$ cat config.mk
export PLATFORM = sky130hd
export DESIGN_NAME = race_launcher
export DESIGN_NICKNAME = d
export VERILOG_FILES = /design/src/rtl/race_pkg.sv /design/src/rtl/sync2.sv /design/src/rtl/race_launcher.sv
export SDC_FILE = /design/constraint.sdc
export NUM_CORES = 1
export LEC_CHECK = 0
export BUFFER_PORTS_ARGS = -buffer_cell sky130_fd_sc_hd__buf_2
export CORE_ASPECT_RATIO = 0.5
export CORE_UTILIZATION = 55
export CTS_CLUSTER_DIAMETER = 60
export DETAILED_ROUTE_END_ITERATION = 8
export PLACE_DENSITY = 0.95
export SETUP_SLACK_MARGIN = 0.2
export SYNTH_ARGS = -nofsm -noshare
export SYNTH_HDL_FRONTEND = slang
export SYNTH_SLANG_ARGS = --single-unit
$ cat constraint.sdc
create_clock -name clk -period 3.6 [get_ports clk]
set_input_delay 0.54 -clock clk [delete_from_list [all_inputs] [get_ports clk]]
set_output_delay 0.54 -clock clk [all_outputs]
set_load 0.02 [all_outputs]
$ cat src/rtl/race_pkg.sv
// Shared definitions for the arbiter-PUF race launcher.
// Holds the launcher FSM state type, default parameter values and the
// Fibonacci LFSR tap mask used to step the challenge between races.
package race_pkg;

    localparam int unsigned CHAL_W_DEF      = 64;
    localparam int unsigned RESP_W_DEF      = 8;
    localparam int unsigned RECOVER_CYC_DEF = 4;
    localparam int unsigned SETTLE_CYC_DEF  = 4;
    localparam int unsigned TIMEOUT_CYC_DEF = 255;

    // Taps 63, 62, 60, 59 for a 64-bit challenge.
    localparam logic [63:0] LFSR_TAPS = 64'hD800_0000_0000_0000;

    typedef enum logic [2:0] {
        StIdle,
        StSetup,
        StLaunch,
        StWait,
        StSettle,
        StSample,
        StDone
    } state_e;

endpackage

$ cat src/rtl/sync2.sv
// Two-flop synchronizer for a single asynchronous level signal.
// Ports:
//   clk     - destination clock
//   reset_n - asynchronous active-low reset, clears both flops
//   d       - asynchronous input
//   q       - synchronized output (two clk cycles of latency)
module sync2 (
    input  logic clk,
    input  logic reset_n,
    input  logic d,
    output logic q
);

    logic meta_q;
    logic sync_q;

    always_ff @(posedge clk or negedge reset_n) begin
        if (!reset_n) begin
            meta_q <= 1'b0;
            sync_q <= 1'b0;
        end else begin
            meta_q <= d;
            sync_q <= meta_q;
        end
    end

    assign q = sync_q;

endmodule

$ cat src/rtl/race_launcher.sv
// Arbiter-PUF race launcher.
// Accepts a seed challenge, then runs RESP_W races: for each race it holds the
// arbiter in reset, raises launch, waits for the (synchronized) arbiter done,
// lets the result settle and shifts the winner bit into the response MSB-first.
// Between races the challenge advances one Fibonacci LFSR step. A race that
// never completes within TIMEOUT_CYC cycles contributes a 0 bit and sets
// resp_timeout.
// Ports:
//   clk, reset_n                       - clock, asynchronous active-low reset
//   req_valid/req_ready/req_challenge  - challenge request handshake
//   chal_out                           - challenge presented to the delay chains
//   launch                             - registered launch edge into both paths
//   arb_reset                          - registered active-high arbiter reset
//   arb_done, arb_out                  - asynchronous arbiter result inputs
//   resp_valid/resp_ready/resp_data    - response handshake
//   resp_timeout                       - at least one race of the response timed out
module race_launcher
    import race_pkg::*;
#(
    parameter int unsigned CHAL_W      = CHAL_W_DEF,
    parameter int unsigned RESP_W      = RESP_W_DEF,
    parameter int unsigned RECOVER_CYC = RECOVER_CYC_DEF,
    parameter int unsigned SETTLE_CYC  = SETTLE_CYC_DEF,
    parameter int unsigned TIMEOUT_CYC = TIMEOUT_CYC_DEF
) (
    input  logic              clk,
    input  logic              reset_n,

    input  logic              req_valid,
    output logic              req_ready,
    input  logic [CHAL_W-1:0] req_challenge,

    output logic [CHAL_W-1:0] chal_out,
    output logic              launch,
    output logic              arb_reset,

    input  logic              arb_done,
    input  logic              arb_out,

    output logic              resp_valid,
    input  logic              resp_ready,
    output logic [RESP_W-1:0] resp_data,
    output logic              resp_timeout
);

    // One shared phase counter covers SETUP, WAIT and SETTLE.
    localparam int unsigned CNT_MAX_A = (RECOVER_CYC > SETTLE_CYC) ? RECOVER_CYC : SETTLE_CYC;
    localparam int unsigned CNT_MAX   = (CNT_MAX_A > TIMEOUT_CYC) ? CNT_MAX_A : TIMEOUT_CYC;
    localparam int unsigned CNT_W     = $clog2(CNT_MAX + 1);
    localparam int unsigned BIT_W     = $clog2(RESP_W + 1);

    localparam logic [CHAL_W-1:0] TAPS = CHAL_W'(LFSR_TAPS);

    state_e              state_q, state_d;
    logic [CNT_W-1:0]    cnt_q, cnt_d;
    logic [BIT_W-1:0]    bit_cnt_q, bit_cnt_d;
    logic [CHAL_W-1:0]   chal_q, chal_d;
    logic [RESP_W-1:0]   resp_q, resp_d;
    logic                timeout_q, timeout_d;
    logic                race_to_q, race_to_d;
    logic                launch_q, launch_d;
    logic                arb_reset_q, arb_reset_d;

    logic                done_sync;
    logic                out_sync;
    logic                sample_bit;
    logic [CHAL_W-1:0]   lfsr_next;

    sync2 u_sync_done (
        .clk     (clk),
        .reset_n (reset_n),
        .d       (arb_done),
        .q       (done_sync)
    );

    sync2 u_sync_out (
        .clk     (clk),
        .reset_n (reset_n),
        .d       (arb_out),
        .q       (out_sync)
    );

    // No all-zero correction: a zero challenge stays zero.
    assign lfsr_next  = {chal_q[CHAL_W-2:0], ^(chal_q & TAPS)};
    assign sample_bit = race_to_q ? 1'b0 : out_sync;

    always_comb begin
        state_d   = state_q;
        cnt_d     = cnt_q;
        bit_cnt_d = bit_cnt_q;
        chal_d    = chal_q;
        resp_d    = resp_q;
        timeout_d = timeout_q;
        race_to_d = race_to_q;

        unique case (state_q)
            StIdle: begin
                if (req_valid) begin
                    chal_d    = req_challenge;
                    bit_cnt_d = '0;
                    resp_d    = '0;
                    timeout_d = 1'b0;
                    cnt_d     = '0;
                    state_d   = StSetup;
                end
            end
            StSetup: begin
                if (cnt_q == CNT_W'(RECOVER_CYC - 1)) begin
                    cnt_d   = '0;
                    state_d = StLaunch;
                end else begin
                    cnt_d = cnt_q + 1'b1;
                end
            end
            StLaunch: begin
                cnt_d     = '0;
                race_to_d = 1'b0;
                state_d   = StWait;
            end
            StWait: begin
                if (done_sync) begin
                    cnt_d   = '0;
                    state_d = StSettle;
                end else if (cnt_q == CNT_W'(TIMEOUT_CYC - 1)) begin
                    cnt_d     = '0;
                    race_to_d = 1'b1;
                    timeout_d = 1'b1;
                    state_d   = StSample;
                end else begin
                    cnt_d = cnt_q + 1'b1;
                end
            end
            StSettle: begin
                if (cnt_q == CNT_W'(SETTLE_CYC - 1)) begin
                    cnt_d   = '0;
                    state_d = StSample;
                end else begin
                    cnt_d = cnt_q + 1'b1;
                end
            end
            StSample: begin
                resp_d = {resp_q[RESP_W-2:0], sample_bit};
                if (bit_cnt_q == BIT_W'(RESP_W - 1)) begin
                    state_d = StDone;
                end else begin
                    bit_cnt_d = bit_cnt_q + 1'b1;
                    chal_d    = lfsr_next;
                    cnt_d     = '0;
                    state_d   = StSetup;
                end
            end
            StDone: begin
                if (resp_ready) begin
                    state_d = StIdle;
                end
            end
            default: begin
                state_d = StIdle;
            end
        endcase

        // Outputs into the delay chains are decoded from the next state and
        // registered, so they change only on clock edges.
        launch_d    = (state_d == StLaunch) || (state_d == StWait) ||
                      (state_d == StSettle) || (state_d == StSample);
        arb_reset_d = !launch_d;
    end

    always_ff @(posedge clk or negedge reset_n) begin
        if (!reset_n) begin
            state_q     <= StIdle;
            cnt_q       <= '0;
            bit_cnt_q   <= '0;
            chal_q      <= '0;
            resp_q      <= '0;
            timeout_q   <= 1'b0;
            race_to_q   <= 1'b0;
            launch_q    <= 1'b0;
            arb_reset_q <= 1'b1;
        end else begin
            state_q     <= state_d;
            cnt_q       <= cnt_d;
            bit_cnt_q   <= bit_cnt_d;
            chal_q      <= chal_d;
            resp_q      <= resp_d;
            timeout_q   <= timeout_d;
            race_to_q   <= race_to_d;
            launch_q    <= launch_d;
            arb_reset_q <= arb_reset_d;
        end
    end

    assign req_ready    = (state_q == StIdle);
    assign resp_valid   = (state_q == StDone);
    assign chal_out     = chal_q;
    assign launch       = launch_q;
    assign arb_reset    = arb_reset_q;
    assign resp_data    = resp_q;
    assign resp_timeout = timeout_q;

endmodule
# Word level (Yosys, flattened, before mapping)

Index checks and enable logic that the tools add are counted.

$add $sub $neg: 2
Multipliers: 0
Divide/modulo/power cells: 0
Magnitude comparators: 0
Equality and inequality tests: 17
Shift-type cells: 0
Muxes and demuxes: 27
Bitwise logic cells: 0
Reductions and logical operators: 16

Operators with widths:

| cell                | count |
|---|---|
| $mux 64             | 2 |
| $pmux 64 s2         | 1 |
| $reduce_xor 64->1   | 1 |
| $mux 8              | 5 |
| $pmux 8 s5          | 1 |
| $mux 3              | 7 |
| $pmux 3 s7          | 1 |
| $pmux 8 s2          | 1 |
| $eq 3x3->1 const B  | 5 |
| $eq 3x2->1 const B  | 4 |
| $reduce_and 3->1    | 3 |
| $add 8x1->8 const B | 1 |
| $eq 8x2->1 const B  | 1 |
| $eq 8x8->1 const B  | 1 |
| $mux 4              | 2 |
| $ne 2x2->1 const B  | 4 |
| $pmux 4 s2          | 1 |
| $reduce_bool 2->1   | 3 |
| $reduce_bool 5->1   | 1 |
| $add 4x1->4 const B | 1 |
| $eq 4x3->1 const B  | 1 |
| $mux 1              | 4 |
| $pmux 1 s2          | 2 |
| $reduce_and 4->1    | 1 |
| other kinds (6)     | 8 |

Bits in registers: 95
Latch bits: 0
Bits in writable memories: 0
Memory bits (read-only): 0
Input bits: 70
Output and inout port bits: 77
Memories: 0

# Logic depth before layout (Yosys ltp)

Gate-level depths: netlist of the first run.

Depth after elaboration: 9
Depth in mapped cells: 8
Mapped depth without buffers: 6

# Cells and area by module

From an unflattened synthesis of the first run, not the netlist that was laid out.

Cell total of the unflattened synthesis: 445
Area total of the unflattened synthesis: 4530.6 µm²

Modules (own cells, without submodules):

| module        | times used | cells each | area an instance (µm²) | seq. area each (µm²) |
|---|---|---|---|---|
| race_launcher | 1          | 441        | 4430.5                 | 2278.4 |
| sync2         | 2          | 2          | 50.0                   | 50.0 |

# Worst setup path before layout of the first run

Ideal clock, no wire load.

Path kind: reg-to-reg
Start point: register state_q[2]
End point: register chal_q[0] (netlist: chal_out[0])
Setup time: 132 ps
Arrival time: 1690 ps
Data required time: 3468 ps
Setup slack: 1778 ps
Stages on the path, launching flop included: 9
Cell sequence: dfrtp_1 -> buf_6 -> or4b_4 -> buf_6 -> a21boi_4 -> buf_6 -> buf_6 -> nand2_1 -> o21ai_1

Cells in the longest elaborated chain, start to end: 3
Elaborated cells between the ends (all ways): 7
Those cells by class: eq/ne (3); mux (1); reduce/logical (3)

RTL lines:

| element                                                          | RTL line             | RTL |
|---|---|---|
| from (decl)                                                      | race_launcher.sv:54  | `state_e state_q, state_d;` |
| from (signal assigned)                                           | race_launcher.sv:171 | `state_q <= StIdle;` |
| from (signal assigned)                                           | race_launcher.sv:181 | `state_q <= state_d;` |
| $eq 3x3->1 or $logic_not 3->1 (tied branches)                    | race_launcher.sv:96  | `unique case (state_q)` |
| $ne 2x2->1 (no source line) or $reduce_bool 2->1 (tied branches) | n/a                  |  |
| $reduce_and 3->1 (no source line)                                | n/a                  |  |
| to (signal assigned)                                             | race_launcher.sv:184 | `chal_q <= chal_d;` |
| to (decl)                                                        | race_launcher.sv:57  | `logic [CHAL_W-1:0] chal_q, chal_d;` |

Parallel ways exist; a longest one is shown, timed or not.
A chain may end at the register's enable or synchronous reset.

# Worst setup path after layout of the first run

Start point: register state_q[2]
End point: register bit_cnt_q[2]

Cells in the longest elaborated chain, start to end: 3
Elaborated cells between the ends (all ways): 7
Those cells by class: eq/ne (3); mux (1); reduce/logical (3)

RTL lines:

| element                                                          | RTL line             | RTL |
|---|---|---|
| $eq 3x3->1 or $logic_not 3->1 (tied branches)                    | race_launcher.sv:96  |  |
| $ne 2x2->1 (no source line) or $reduce_bool 2->1 (tied branches) | n/a                  |  |
| $reduce_and 3->1 (no source line)                                | n/a                  |  |
| to (signal assigned)                                             | race_launcher.sv:183 | `bit_cnt_q <= bit_cnt_d;` |
| to (decl)                                                        | race_launcher.sv:56  | `logic [BIT_W-1:0] bit_cnt_q, bit_cnt_d;` |

Parallel ways exist; a longest one is shown, timed or not.

==> reports/metrics.yaml, run 1 <==
holdCritPathClass: "primary input to asynchronous set/reset pin"
ios: 147
clk_path_buf_depth: 2
grt_max_degree: 126
p_leak_nw: 2.77
insertion_delay_ns: 0.34
critPathKind: "register to register"
status: "complete, no violations"
ys_types: 46
dp_hpwl_um: 7020
syn_area_um2: 4560
cp_top_family: "simple AND/OR/NAND/NOR gates"
synthArstFlopShare_pct: 100
power_density_nw_per_um2: 929
htree_num_levels: 3
fmax_mhz: 434
dieArea_um2: 8690
synth-xor-area-share_pct: 1.15
cp-end-kind: "register"
grt_use_total_pct: 26.6
finalSetupViolCount: 0
combPwrFrac_pct: 42.9
cts_hold_buf: 0
crit_required_ns: 3.80
grt-ovfl-total: 0
path_max_fanout: 125
fp.dieW_um: 131
crit_chain: "or4b_4 -> a21boi_4 -> buf_12 -> o21ai_0 -> o21ai_0"
synth-edff-count: 0
row_count: 23
initial_core_util_pct: 56.8
cts_tree: "done"
clk_pin_slew_worst_paths_ns: 0.06
areaGrowthSynthToFinish_pct: 23.5
crit_slowest_cell: "or4b_4"
post-route-period-util_pct: 64.1
cpPeakStageDelay_ns: 0.69
antenna_found_initial: 0
wl_um: 10700
root_buffer: "clkbuf_16"
worstPathArrival_ns: 2.51
place_area_um2: 5290
clkSinkCount: 95
rsz0062_at_grt: "no"
drive_gt1_share_pct: 32.0
fin_worst_skew_ns: 0.00425
finalSetupTns_ns: 0
drt_iter0_drc: 327
vdd_drop_max_uv: 494
power.switching_mw: 2.24
synth_top_family_by_area: "multiplexers"
p_sw_share_pct: 42.7
regArea_um2: 2380
yosysSeqAreaShare_pct: 52.1
gp_congestion: 0.853
diodes: 0
post_cts_buffers: 0
drcViolationCount: 0
cts_resized: 0
maxSlewHeadroom_pct: 50.4
grt_pass1_wl_um: 17500
nets: 650
cap_violations: 0
hold_violations: 0
cts_buffers: 9
port_buffers: 146
die_y_um: 66.4
avgRoutedWirePerCell_um: 15.4
pwr-share-seq_pct: 36.3
avgSynthCellArea_um2: 10.3
cell_internal_pwr_mw: 3.00
slew_violations: 0
yosys_most_used_dff: "dfrtp_1"
synth_nets: 517
drt_first_pass_iters: 5
core_um2: 8030
post-route-min-period_ns: 2.31
grt_pass1_vias: 3607
crit_top_cell: "o21ai_0"
p_clk_share_pct: 20.9
multi_input_area_um2: 1980
synthAdderAreaFrac_pct: 0.822
synthSimpleGateAreaFrac_pct: 13.9
yosys_warnings: 0
start_kind: "register"
synthMuxAreaShare_pct: 14.0
detail-route-antenna-nets: 0
synth_compound_area_share_pct: 13.4
tightest_slew_ns: 0.738
critPathBufInv: 1
ys_ff_latch: 95
vias: 3759
via_per_inst: 5.42
synth_cells: 444
final_area_um2: 5640
n_fill_cell: 564
==> per-layer routing <==
metal	share of wire (%)	GRT usage, %	up-vias
li1	-	-	1811
met1	42	33.2	1826
met2	51	44.0	103
met3	4.7	7.52	19
met4	2.2	10.1	0
met5	0	0	-
==> power groups by stage <==
stage	sequential, mW	clock (mW)	combinational, mW
6_report	1.90	1.09	2.24
5_1_grt	1.96	1.15	2.46
2_1_floorplan	2.25	0	1.26
3_5_place_dp	1.89	0	2.22
4_1_cts	1.89	1.11	2.26
3_3_place_gp	1.88	0	2.14
==> through the flow <==
stage	power, mW	setup WS [ns]	util, %	std cells	hold WS [ns]
after floorplan	3.52	1.78	-	444	0.244
after global placement	4.02	1.47	65.9	678	0.335
after detailed placement	4.12	1.40	65.9	678	0.336
after CTS	5.26	1.30	70.2	694	0.0951
after global routing	5.57	1.19	70.2	694	0.107
final	5.24	1.29	70.2	694	0.0915
==> cells in the final DEF (no fill, tap or decap), drive strengths merged, types with 2 or more instances in the layout <==
cell / count
dfrtp: 94
nor4: 2
ha: 3
o21ai: 73
o211ai: 3
a21oi: 6
bufinv: 3
nand2: 100
o22ai: 3
inv: 3
mux2i: 64
a211oi: 2
nor2: 12
buf: 151
clkbuf: 10
clkinv: 2
nand3: 13
nor2b: 4
nand3b: 3
xor2: 2
a21o: 2
xnor2: 4
and3: 3
==> sequential cells by signal, indices dropped and copies added (netlist names) <==
signal,cells
chal_out,64
cnt_q,8
resp_data,8
bit_cnt_q,4
state_q,3
arb_reset,1
launch,1
race_to_q,1
resp_timeout,1
u_sync_done.meta_q,1
u_sync_done.q,1
u_sync_out.meta_q,1
u_sync_out.q,1
==> cell type report <==
type	instances	area share (%)
Timing Repair Buffer	151	13.9
Inverter	3	0.200
Multi-Input combinational cell	317	35.1
Tap cell	112	2.49
Sequential cell	95	42.2
Clock buffer	10	4.24
Clock inverter	6	1.91
==> synth_stat cells (all sizes together) (4+ instances only) <==
cell	instances	share of area, %
nand3	13	1.4
nor2b	4	0.55
nand2	100	8.2
buf	16	3.3
o21ai	73	9.2
a21oi	6	0.66
clkbuf	13	1.1
xnor2	4	0.77
dfrtp	94	52
nor2	12	0.99
mux2i	64	14
==> path summary, 6_finish.rpt <==
check	from	slack [ns]	endpoint	cells past startpoint
hold / removal	reset_n	0.09	resp_data[0]	1
hold reg to reg	u_sync_done.meta_q	0.36	u_sync_done.q	0
setup reg to reg	state_q[2]	1.29	bit_cnt_q[2]	5
setup / recovery	state_q[2]	1.29	bit_cnt_q[2]	5
min in group clk	arb_out	0.30	u_sync_out.meta_q	1
max in group asynchronous	reset_n	2.72	chal_out[34]	2
==> cell families (layout without fill, tap and decap cells) <==
family          Yosys count  after routing
flops                    95             95
xor+xnor                  6              6
mux                      64             64
fa+ha+maj                 3              3
buf+inv                  32            170
compound gates           98             98
simple gates            146            146
Note: power is estimated with default switching activity, not from simulation.
==> run 2: changes to the inputs <==
CORE_UTILIZATION = 46   (was 55)
PLACE_DENSITY = 0.87   (was 0.95)
clock period = 1.97 ns   (was 3.6 ns; I/O delays follow)
==> run 2 against run 1 <==
Effect of this change:
- sequential power increased by 78%
- count of clock-buffer cells in the layout increased by 2
- total power increased by 85%
- sequential share of layout area decreased by 1.6 points
- worst setup slack got worse by 1.1 ns
- first-iteration DRC count decreased by 42%
- cell area increased by 3.8%
- sequential cell count unchanged
- clock power increased by 60%
- clock skew increased by 0.0032 ns
- final cell count increased by 5.2%
- via count unchanged
- largest cell class unchanged
==> reports/metrics.yaml, run 2 (synthesis results as in run 1) <==
htree_num_levels: 3  # unchanged
wl_um: 10800  # +1.4%
min_from: "arb_done"
fmax_mhz: 577
r2r_slack_ns: 0.27  # -1.02 ns
insertion_delay_ns: 0.34  # about the same
root_buffer: "clkbuf_16"
worstPathArrival_ns: 1.44  # -1.07 ns
areaGrowthSynthToFinish_pct: 28.2
grt_use_total_pct: 20.6  # -6.0 points
ios: 147  # unchanged
holdCritPathClass: "primary input to register"
grt_pass1_vias: 3629  # +0.61%
holdPathEnd: "u_sync_done.meta_q"
hold_violations: 0  # unchanged
finalNonFillerCells: 730  # +5.2%
slew_violations: 0  # unchanged
cap_violations: 0  # unchanged
core_um2: 9540  # +19%
finalSetupTns_ns: 0  # unchanged
grt-ovfl-total: 0  # unchanged
path_max_fanout: 14  # -89%
layout_commonest_cell: "buf_2"
post-route-min-period_ns: 1.73
cts_buffers: 9  # unchanged
row_count: 25  # +8.7%
dp_hpwl_um: 7330  # +4.4%
fin_worst_skew_ns: 0.00747  # +0.00322 ns
setup_ws_ns: 0.237  # -1.06 ns
clk_pin_slew_worst_paths_ns: 0.06  # about the same
crit_required_ns: 1.67  # -2.13 ns
drt_iter0_drc: 190  # -42%
vdd_drop_max_uv: 646  # +31%
critPathKind: "register to output pin"
via_per_inst: 5.15  # -4.9%
post-route-period-util_pct: 88.0
initial_core_util_pct: 47.8  # -9.0 points
grt_pass1_wl_um: 16600  # -4.8%
clk_path_buf_depth: 2  # unchanged
status: "complete, no violations"
diodes: 0  # unchanged
drcViolationCount: 0  # unchanged
vias: 3759  # unchanged
r2r_end: "state_q[0]"
power_density_nw_per_um2: 1650  # +78%
drt_first_pass_iters: 4  # -1
nets: 664  # +2.2%
drive_gt1_share_pct: 35.5  # +3.5 points
detail-route-antenna-nets: 0  # unchanged
holdPathStages: 1
die_y_um: 72.4  # +9.1%
cts_tree: "done"
tightest_slew_ns: 0.555  # -0.184 ns
port_buffers: 146  # unchanged
finalSetupViolCount: 0  # unchanged
layout_common_cells: "144 x buf_2, 94 x dfrtp_1, 90 x nand2_1, 64 x mux2i_1, 51 x o21ai_1"
maxSlewHeadroom_pct: 63.0  # +13 points
fp.dieW_um: 143  # +9.2%
start_kind: "register"
antenna_found_initial: 1  # +1
r2r_start: "bit_cnt_q[0]"
grt_max_degree: 73  # -42%
largest_reg_flops: 64  # unchanged
avgRoutedWirePerCell_um: 14.9  # -3.6%
reg2regPathDepth: 5  # unchanged
cp-end-kind: "output pin"
clkSinkCount: 95  # unchanged
rsz0062_at_grt: "yes"
gp_congestion: 0.818  # -4.0%
dieArea_um2: 10300  # +19%
p_leak_nw: 2.84  # +2.7%
place_ws_ns: 0.172  # -1.22 ns
dpl.cell_count: 711  # +4.9%
run 2: cell types whose count changed in the layout (fill, tap and decap cells not counted), sizes merged:
cell / before / now
dlygate4sd3: 0 / 1
buf: 151 / 163
clkbuf: 10 / 13
clkinv: 2 / 1
bufinv: 3 / 1
run 2: report_power, final:
group / switching (mW) / total, mW / leakage (nW) / internal [mW]
registers: 0.633 / 3.38 / 1.20 / 2.75
logic: 2.81 / 4.54 / 1.49 / 1.74
clock network: 0.700 / 1.74 / 0.145 / 1.04
run 2: routing by layer:
layer  global-route usage (%)  wire (µm)
met5                        0          0
met4                     8.00        189
met3                     4.95        499
met2                     37.0       5400
met1                     24.2       4750
run 2: how the worst max path moves through the flow:
stage                  from           end  depth (start not counted)
3_3_place_gp     state_q[0]  chal_out[32]                          5
2_1_floorplan    state_q[0]   chal_out[0]                          8
4_1_cts            cnt_q[5]      cnt_q[4]                          5
3_5_place_dp   bit_cnt_q[0]      cnt_q[4]                          6
6_report         state_q[1]     req_ready                          4
5_1_grt        bit_cnt_q[0]    state_q[0]                          5
run 2: cell type report:
| type | count | area, µm² |
|---|---|---|
| fillers | 759 | 3690 |
| inverters | 3 | 11.3 |
| clock inverters | 3 | 42.5 |
| multi-input cells | 317 | 2020 |
| repair buffers | 165 | 971 |
| well taps | 135 | 169 |
| clock buffers | 12 | 256 |
| flip-flops and latches | 95 | 2380 |
run 2: timing repair:
action,CTS,global route
buffers inserted,1,1
hold buffers,1,0
endpoints found under the setup margin,8,45
cloned,0,1
pin swaps,1,1
gates resized for setup,5,7
hold endpoints to repair,37,0
run 2: critical path, cell delays in order (launching register included):
cell and delay, ns:
dfrtp_1 0.41, buf_6 0.16, or2_4 0.28, nor2_4 0.12
buf_6 0.13
run 2: stage by stage:
stage | hold WS (ns) | total power, mW | utilization (%) | area, µm²
detailed placement | 0.314 | 7.81 | 57.2 | 5460
CTS | 0.0559 | 9.63 | 60.7 | 5790
global placement | 0.309 | 7.59 | 57.2 | 5460
floorplan | -0.0000911 | 6.49 | - | 4600
finish | 0.0674 | 9.67 | 61.4 | 5850
global route | 0.0535 | 10.3 | 61.4 | 5850
